[src/rtl/aux_input_conditioner_pkg.sv]
// Shared definitions for the auxiliary input conditioner: cycle-count helpers,
// repeat FSM state encoding and counter sizing.
package aux_input_conditioner_pkg;

    localparam int unsigned CLK_HZ = 100_000_000;

    function automatic int unsigned cnt_hz(input int unsigned freq_hz);
        return CLK_HZ / freq_hz;
    endfunction

    function automatic int unsigned cnt_khz(input int unsigned freq_khz);
        return CLK_HZ / (freq_khz * 1000);
    endfunction

    function automatic int unsigned cnt_mhz(input int unsigned freq_mhz);
        return CLK_HZ / (freq_mhz * 1_000_000);
    endfunction

    // Width able to hold 0..max_val; never narrower than one bit.
    function automatic int unsigned cnt_w(input int unsigned max_val);
        return (max_val < 1) ? 1 : $clog2(max_val + 1);
    endfunction

    typedef enum logic [1:0] {
        AIC_ST_IDLE   = 2'd0,
        AIC_ST_DELAY  = 2'd1,
        AIC_ST_REPEAT = 2'd2
    } aic_state_e;

endpackage

[src/rtl/aux_debounce_channel.sv]
// One input channel: synchronizer chain, stable-count debouncer, edge pulses
// and the press auto-repeat state machine.
module aux_debounce_channel
    import aux_input_conditioner_pkg::*;
#(
    parameter int unsigned SyncStages   = 2,
    parameter int unsigned DebounceCnt  = 4,
    parameter int unsigned RepeatDelay  = 0,
    parameter int unsigned RepeatPeriod = 1
) (
    input  logic clk,
    input  logic rst_n,
    input  logic raw_in,
    output logic level_out,
    output logic rise_pulse,
    output logic fall_pulse,
    output logic press_pulse,
    output logic change_nxt
);

    localparam int unsigned DBC_W = cnt_w(DebounceCnt);
    localparam int unsigned RPT_W = cnt_w((RepeatDelay > RepeatPeriod) ? RepeatDelay : RepeatPeriod);
    localparam logic [DBC_W-1:0] DBC_LAST = DBC_W'(DebounceCnt - 1);
    localparam logic [RPT_W-1:0] DLY_LAST = RPT_W'(RepeatDelay - 1);
    localparam logic [RPT_W-1:0] PER_LAST = RPT_W'(RepeatPeriod - 1);
    localparam bit RPT_EN = (RepeatDelay != 0);

    logic [SyncStages-1:0] sync_p0;
    logic                  sync;
    logic [DBC_W-1:0]      dbc_cnt_p1;
    aic_state_e            state_p1;
    logic [RPT_W-1:0]      rpt_cnt_p1;
    logic                  accept;
    logic                  rise;
    logic                  fall;
    logic                  rpt_due;

    assign sync       = sync_p0[SyncStages-1];
    assign change_nxt = accept;

    always_comb begin
        accept  = (sync != level_out) && (dbc_cnt_p1 == DBC_LAST);
        rise    = accept && sync;
        fall    = accept && !sync;
        rpt_due = 1'b0;
        // A fall landing on a due repeat suppresses that repeat.
        if (!fall) begin
            if (state_p1 == AIC_ST_DELAY && rpt_cnt_p1 == DLY_LAST) begin
                rpt_due = 1'b1;
            end
            if (state_p1 == AIC_ST_REPEAT && rpt_cnt_p1 == PER_LAST) begin
                rpt_due = 1'b1;
            end
        end
    end

    // Stage p0: synchronizer chain
    always_ff @(posedge clk or negedge rst_n) begin
        if (!rst_n) begin
            sync_p0 <= '0;
        end else begin
            sync_p0 <= {sync_p0[SyncStages-2:0], raw_in};
        end
    end

    // Stage p1: debounce counter, accepted level and edge pulses
    always_ff @(posedge clk or negedge rst_n) begin
        if (!rst_n) begin
            dbc_cnt_p1 <= '0;
            level_out  <= 1'b0;
            rise_pulse <= 1'b0;
            fall_pulse <= 1'b0;
        end else begin
            rise_pulse <= rise;
            fall_pulse <= fall;
            if (sync == level_out) begin
                dbc_cnt_p1 <= '0;
            end else if (accept) begin
                level_out  <= sync;
                dbc_cnt_p1 <= '0;
            end else begin
                dbc_cnt_p1 <= dbc_cnt_p1 + DBC_W'(1);
            end
        end
    end

    // Stage p1: auto-repeat FSM
    always_ff @(posedge clk or negedge rst_n) begin
        if (!rst_n) begin
            state_p1    <= AIC_ST_IDLE;
            rpt_cnt_p1  <= '0;
            press_pulse <= 1'b0;
        end else begin
            press_pulse <= rise || rpt_due;
            if (fall) begin
                state_p1   <= AIC_ST_IDLE;
                rpt_cnt_p1 <= '0;
            end else begin
                case (state_p1)
                    AIC_ST_IDLE: begin
                        if (rise && RPT_EN) begin
                            state_p1   <= AIC_ST_DELAY;
                            rpt_cnt_p1 <= '0;
                        end
                    end
                    AIC_ST_DELAY: begin
                        if (rpt_cnt_p1 == DLY_LAST) begin
                            state_p1   <= AIC_ST_REPEAT;
                            rpt_cnt_p1 <= '0;
                        end else begin
                            rpt_cnt_p1 <= rpt_cnt_p1 + RPT_W'(1);
                        end
                    end
                    AIC_ST_REPEAT: begin
                        if (rpt_cnt_p1 == PER_LAST) begin
                            rpt_cnt_p1 <= '0;
                        end else begin
                            rpt_cnt_p1 <= rpt_cnt_p1 + RPT_W'(1);
                        end
                    end
                    default: begin
                        state_p1   <= AIC_ST_IDLE;
                        rpt_cnt_p1 <= '0;
                    end
                endcase
            end
        end
    end

endmodule

[src/rtl/aux_input_conditioner.sv]
// Conditions Width asynchronous board inputs into debounced levels, edge
// pulses and optional auto-repeat press pulses.
module aux_input_conditioner
    import aux_input_conditioner_pkg::*;
#(
    parameter int unsigned Width        = 16,
    parameter int unsigned SyncStages   = 2,
    parameter int unsigned DebounceCnt  = cnt_khz(100),
    parameter int unsigned RepeatDelay  = 0,
    parameter int unsigned RepeatPeriod = cnt_hz(10)
) (
    input  logic             clk,
    input  logic             rst_n,
    input  logic [Width-1:0] raw_in,
    output logic [Width-1:0] level_out,
    output logic [Width-1:0] rise_pulse,
    output logic [Width-1:0] fall_pulse,
    output logic [Width-1:0] press_pulse,
    output logic             any_change
);

    logic [Width-1:0] change_nxt;

    for (genvar i = 0; i < Width; i++) begin : g_chan
        aux_debounce_channel #(
            .SyncStages  (SyncStages),
            .DebounceCnt (DebounceCnt),
            .RepeatDelay (RepeatDelay),
            .RepeatPeriod(RepeatPeriod)
        ) u_chan (
            .clk        (clk),
            .rst_n      (rst_n),
            .raw_in     (raw_in[i]),
            .level_out  (level_out[i]),
            .rise_pulse (rise_pulse[i]),
            .fall_pulse (fall_pulse[i]),
            .press_pulse(press_pulse[i]),
            .change_nxt (change_nxt[i])
        );
    end

    // Registered from the channels' acceptance strobes so it lines up with the edge pulses.
    always_ff @(posedge clk or negedge rst_n) begin
        if (!rst_n) begin
            any_change <= 1'b0;
        end else begin
            any_change <= |change_nxt;
        end
    end

endmodule

[config.mk]
export PLATFORM = sky130hd
export DESIGN_NAME = aux_input_conditioner
export DESIGN_NICKNAME = d
export VERILOG_FILES = /design/src/rtl/aux_input_conditioner_pkg.sv /design/src/rtl/aux_debounce_channel.sv /design/src/rtl/aux_input_conditioner.sv
export SDC_FILE = /design/constraint.sdc
export NUM_CORES = 1
export LEC_CHECK = 0
export BUFFER_PORTS_ARGS = -buffer_cell sky130_fd_sc_hd__buf_4
export CORE_UTILIZATION = 45
export CTS_CLUSTER_SIZE = 12
export DETAILED_ROUTE_END_ITERATION = 6
export HOLD_SLACK_MARGIN = 0.05
export SETUP_SLACK_MARGIN = 0.15
export SYNTH_ARGS = -nofsm -noshare
export SYNTH_HDL_FRONTEND = slang
export SYNTH_SLANG_ARGS = --single-unit
[constraint.sdc]
create_clock -name clk -period 2.1 [get_ports clk]
set_input_delay 0.105 -clock clk [delete_from_list [all_inputs] [get_ports clk]]
set_output_delay 0.105 -clock clk [all_outputs]
set_load 0.05 [all_outputs]
==> results.sh <==
export IMPL_ys_seq_area_share_pct=55.4
export IMPL_slew_headroom_pct=65.8
export IMPL_gp_congestion=0.743
export IMPL_leakage_uw=0.00581
export IMPL_fillers=2111
export IMPL_nNetsFinal=1063
export IMPL_track_usage_pct=15.0
export IMPL_period_share_pct=86.1
export IMPL_grt_antenna_before_repair=0
export IMPL_clk_latency_ns=0.52
export IMPL_die_w_um=158
export IMPL_routedWlPerCell_um=12.7
export IMPL_die_y_um=158
export IMPL_port_buffers=82
export IMPL_cts_tree="done"
export IMPL_yosysUniqueCellTypes=36
export IMPL_io_pins=83
export IMPL_outcome="finished, final reports clean"
export IMPL_layout_drive_gt1_share_pct=21.6
export IMPL_slew_violations=0
export IMPL_layout_min_cycle_time_ns=1.81
export IMPL_overflow=0
export IMPL_syn_num_nets=998
export IMPL_path_class="flop to flop"
export IMPL_drc=0
export IMPL_rsz0062_at_grt="no"
export IMPL_syn_avg_cell_area_um2=11.3
export IMPL_path_clk_slew_ns=0.06
export IMPL_r2r_start="g_chan[15].u_chan.dbc_cnt_p1[3]"
export IMPL_clockBufferDepth=3
export IMPL_vias_per_cell=4.72
export IMPL_cp_data_required_time_ns=2.49
export IMPL_critPathArrivalTime_ns=2.20
export IMPL_power_density_nw_per_um2=772
export IMPL_end_kind="flop"
export IMPL_die_area_um2=24800
export IMPL_ys_seq_elements=241
export IMPL_drv_cap=0
export IMPL_routed_wl_um=17400
export IMPL_hold_viol_final=0
export IMPL_yosys_warnings=0
export IMPL_setup_tns_final_ns=0
export IMPL_worst_pin_slew_ns=0.512
export IMPL_syn_area_um2=10900
export IMPL_clock_sinks=241
export IMPL_syn_to_final_growth_pct=14.5
export IMPL_vias=6448
export IMPL_grt_pass1_wl_um=30400
export IMPL_holdWs_ns=0.132
export IMPL_dr_pass1_iters=4
export IMPL_first_global_vias=6439
export IMPL_initial_core_util_pct=46.1
export IMPL_vdd_ir_drop_max_uv=615
export IMPL_dp_hpwl_um=11800
export IMPL_skew_ns=0.00981
export IMPL_max_freq_mhz=553
export IMPL_drtIter0Drc=224
export IMPL_synthCells=964
export IMPL_h_tree_depth=1
export IMPL_antenna_left=0
export IMPL_cp_start_kind="flop"
export IMPL_grt_max_degree=67
export IMPL_cts_made_buffers=26
export IMPL_reg2reg_to="g_chan[15].u_chan.dbc_cnt_p1[3]"
export IMPL_reg2reg_depth=4
export IMPL_cts_root_buf="clkbuf_16"
export IMPL_rrSetupSlack_ns=0.29
export IMPL_hp_class="primary input to async pin"
export IMPL_rows=56
export IMPL_critPathMaxFanout=8
export IMPL_setup_violations=0
export IMPL_coreArea_um2=23600
export IMPL_n_antenna_cell=0
flip-flops by register name, summed over array words and instances, names as in the netlist:
| name | cells |
|---|---|
| g_chan.u_chan.press_pulse | 14 |
| g_chan.u_chan.sync_p0 | 32 |
| g_chan.u_chan.level_out | 16 |
| g_chan.u_chan.fall_pulse | 16 |
| g_chan.u_chan.rise_pulse | 2 |
| any_change | 1 |
| g_chan.u_chan.dbc_cnt_p1 | 160 |
worst max-delay path by stage:
stage                               startpoint                         endpoint  cells past startpoint  slack [ns]
2_1_floorplan  g_chan[15].u_chan.dbc_cnt_p1[4]      g_chan[15].u_chan.level_out                      3        0.54
3_3_place_gp    g_chan[7].u_chan.dbc_cnt_p1[0]                       any_change                      6        0.06
3_5_place_dp    g_chan[7].u_chan.dbc_cnt_p1[0]                       any_change                      6        0.08
4_1_cts        g_chan[15].u_chan.dbc_cnt_p1[3]  g_chan[15].u_chan.dbc_cnt_p1[3]                      4        0.26
5_1_grt        g_chan[15].u_chan.dbc_cnt_p1[3]  g_chan[15].u_chan.dbc_cnt_p1[9]                      4        0.16
6_report       g_chan[15].u_chan.dbc_cnt_p1[3]  g_chan[15].u_chan.dbc_cnt_p1[3]                      4        0.29
cell usage after synthesis, drive strengths merged:
cell type	number	area, µm²
dfrtp	241	6030
nor2	168	756
xnor2	81	754
buf	77	589
nand2	56	210
xor2	51	447
nand4	33	243
nand3	32	160
and2	27	169
and3	25	156
inv	22	82.6
nor3	17	85.1
ha	16	200
nor2b	14	87.6
nor4	14	193
or2	14	87.6
mux2	13	146
or3	13	81.3
a21oi	12	97.6
o21ai	12	60.1
or3b	7	78.8
nor3b	5	37.5
and4bb	4	50.1
a21o	3	22.5
and4b	3	30.0
nand4b	3	26.3
nand2b	1	6.26
routing by layer:
layer / wire length, µm / track usage, % / share of wire [%] / vias to the layer above
met5: 0 / 0 / 0 / -
met2: 8120 / 24.8 / 47 / 83
met3: 592 / 2.84 / 3.4 / 25
li1: - / - / - / 3249
met1: 8330 / 20.1 / 48 / 3091
met4: 353 / 4.16 / 2.0 / 0
logic make-up (layout without fill, tap and decap cells):
family / after synthesis / after routing / share of synthesized area, %
simple gates: 436 / 436 / 22.6
flops: 241 / 241 / 55.4
xor+xnor: 132 / 132 / 11.0
buf+inv: 99 / 181 / 6.17
compound gates: 27 / 27 / 1.65
fa+ha+maj: 16 / 16 / 1.84
mux: 13 / 13 / 1.34
layout make-up:
type	count	area, µm²	share of cell area, %
multi-input cells	624	4190	33.6
well taps	319	399	3.20
inverters	22	82.6	0.662
clock inverters	4	20.0	0.161
repair buffers	114	931	7.46
clock buffers	41	818	6.56
flip-flops and latches	241	6030	48.4
critical path, cell delays in order (launching register included):
cell	delay (ns)
dfrtp_1	0.43
or3b_4	0.40
nor4_4	0.35
or2_1	0.43
nor2_2	0.07
repair_timing:
action | CTS | global route
gates resized for setup | 1 | 0
hold buffers | 17 | 0
buffers inserted | 0 | 0
endpoints found under the setup margin | 1 | 0
hold endpoints to repair | 232 | 0
layout by cell type, fill, tap and decap left out, types with 8 or more instances in the layout:
master | Yosys | final
dfrtp_1 | 241 | 241
nor2_1 | 118 | 118
buf_4 | 64 | 94
xnor2_1 | 75 | 75
nand2_1 | 56 | 56
xor2_1 | 51 | 51
nor2_2 | 50 | 50
nand3_1 | 32 | 32
nand4_1 | 30 | 30
and2_1 | 27 | 27
clkbuf_16 | 0 | 27
and3_1 | 25 | 25
inv_1 | 22 | 22
dlygate4sd3_1 | 0 | 17
nor3_1 | 17 | 16
ha_1 | 16 | 16
or2_1 | 14 | 14
nor2b_1 | 14 | 14
or3_1 | 13 | 13
o21ai_0 | 12 | 12
a21oi_2 | 10 | 10
clkbuf_8 | 0 | 9
mux2_1 | 8 | 8
through the flow:
stage / power [µW] / cells / util (%) / cell area [µm²] / setup WS (ns)
floorplan: 5110 / 964 / - / 10900 / 0.540
global placement: 5290 / 1303 / 48.5 / 11500 / 0.0621
detailed placement: 5300 / 1303 / 48.5 / 11500 / 0.0791
CTS: 9800 / 1365 / 52.8 / 12500 / 0.265
global route: 10000 / 1365 / 52.8 / 12500 / 0.162
finish: 9630 / 1365 / 52.8 / 12500 / 0.291
report_power, final:
group | internal, µW | switching [µW]
registers | 4750 | 76.3
logic | 160 | 239
clock network | 2650 | 1750
total | 7560 | 2070
Note: power is estimated with default switching activity, not from simulation.
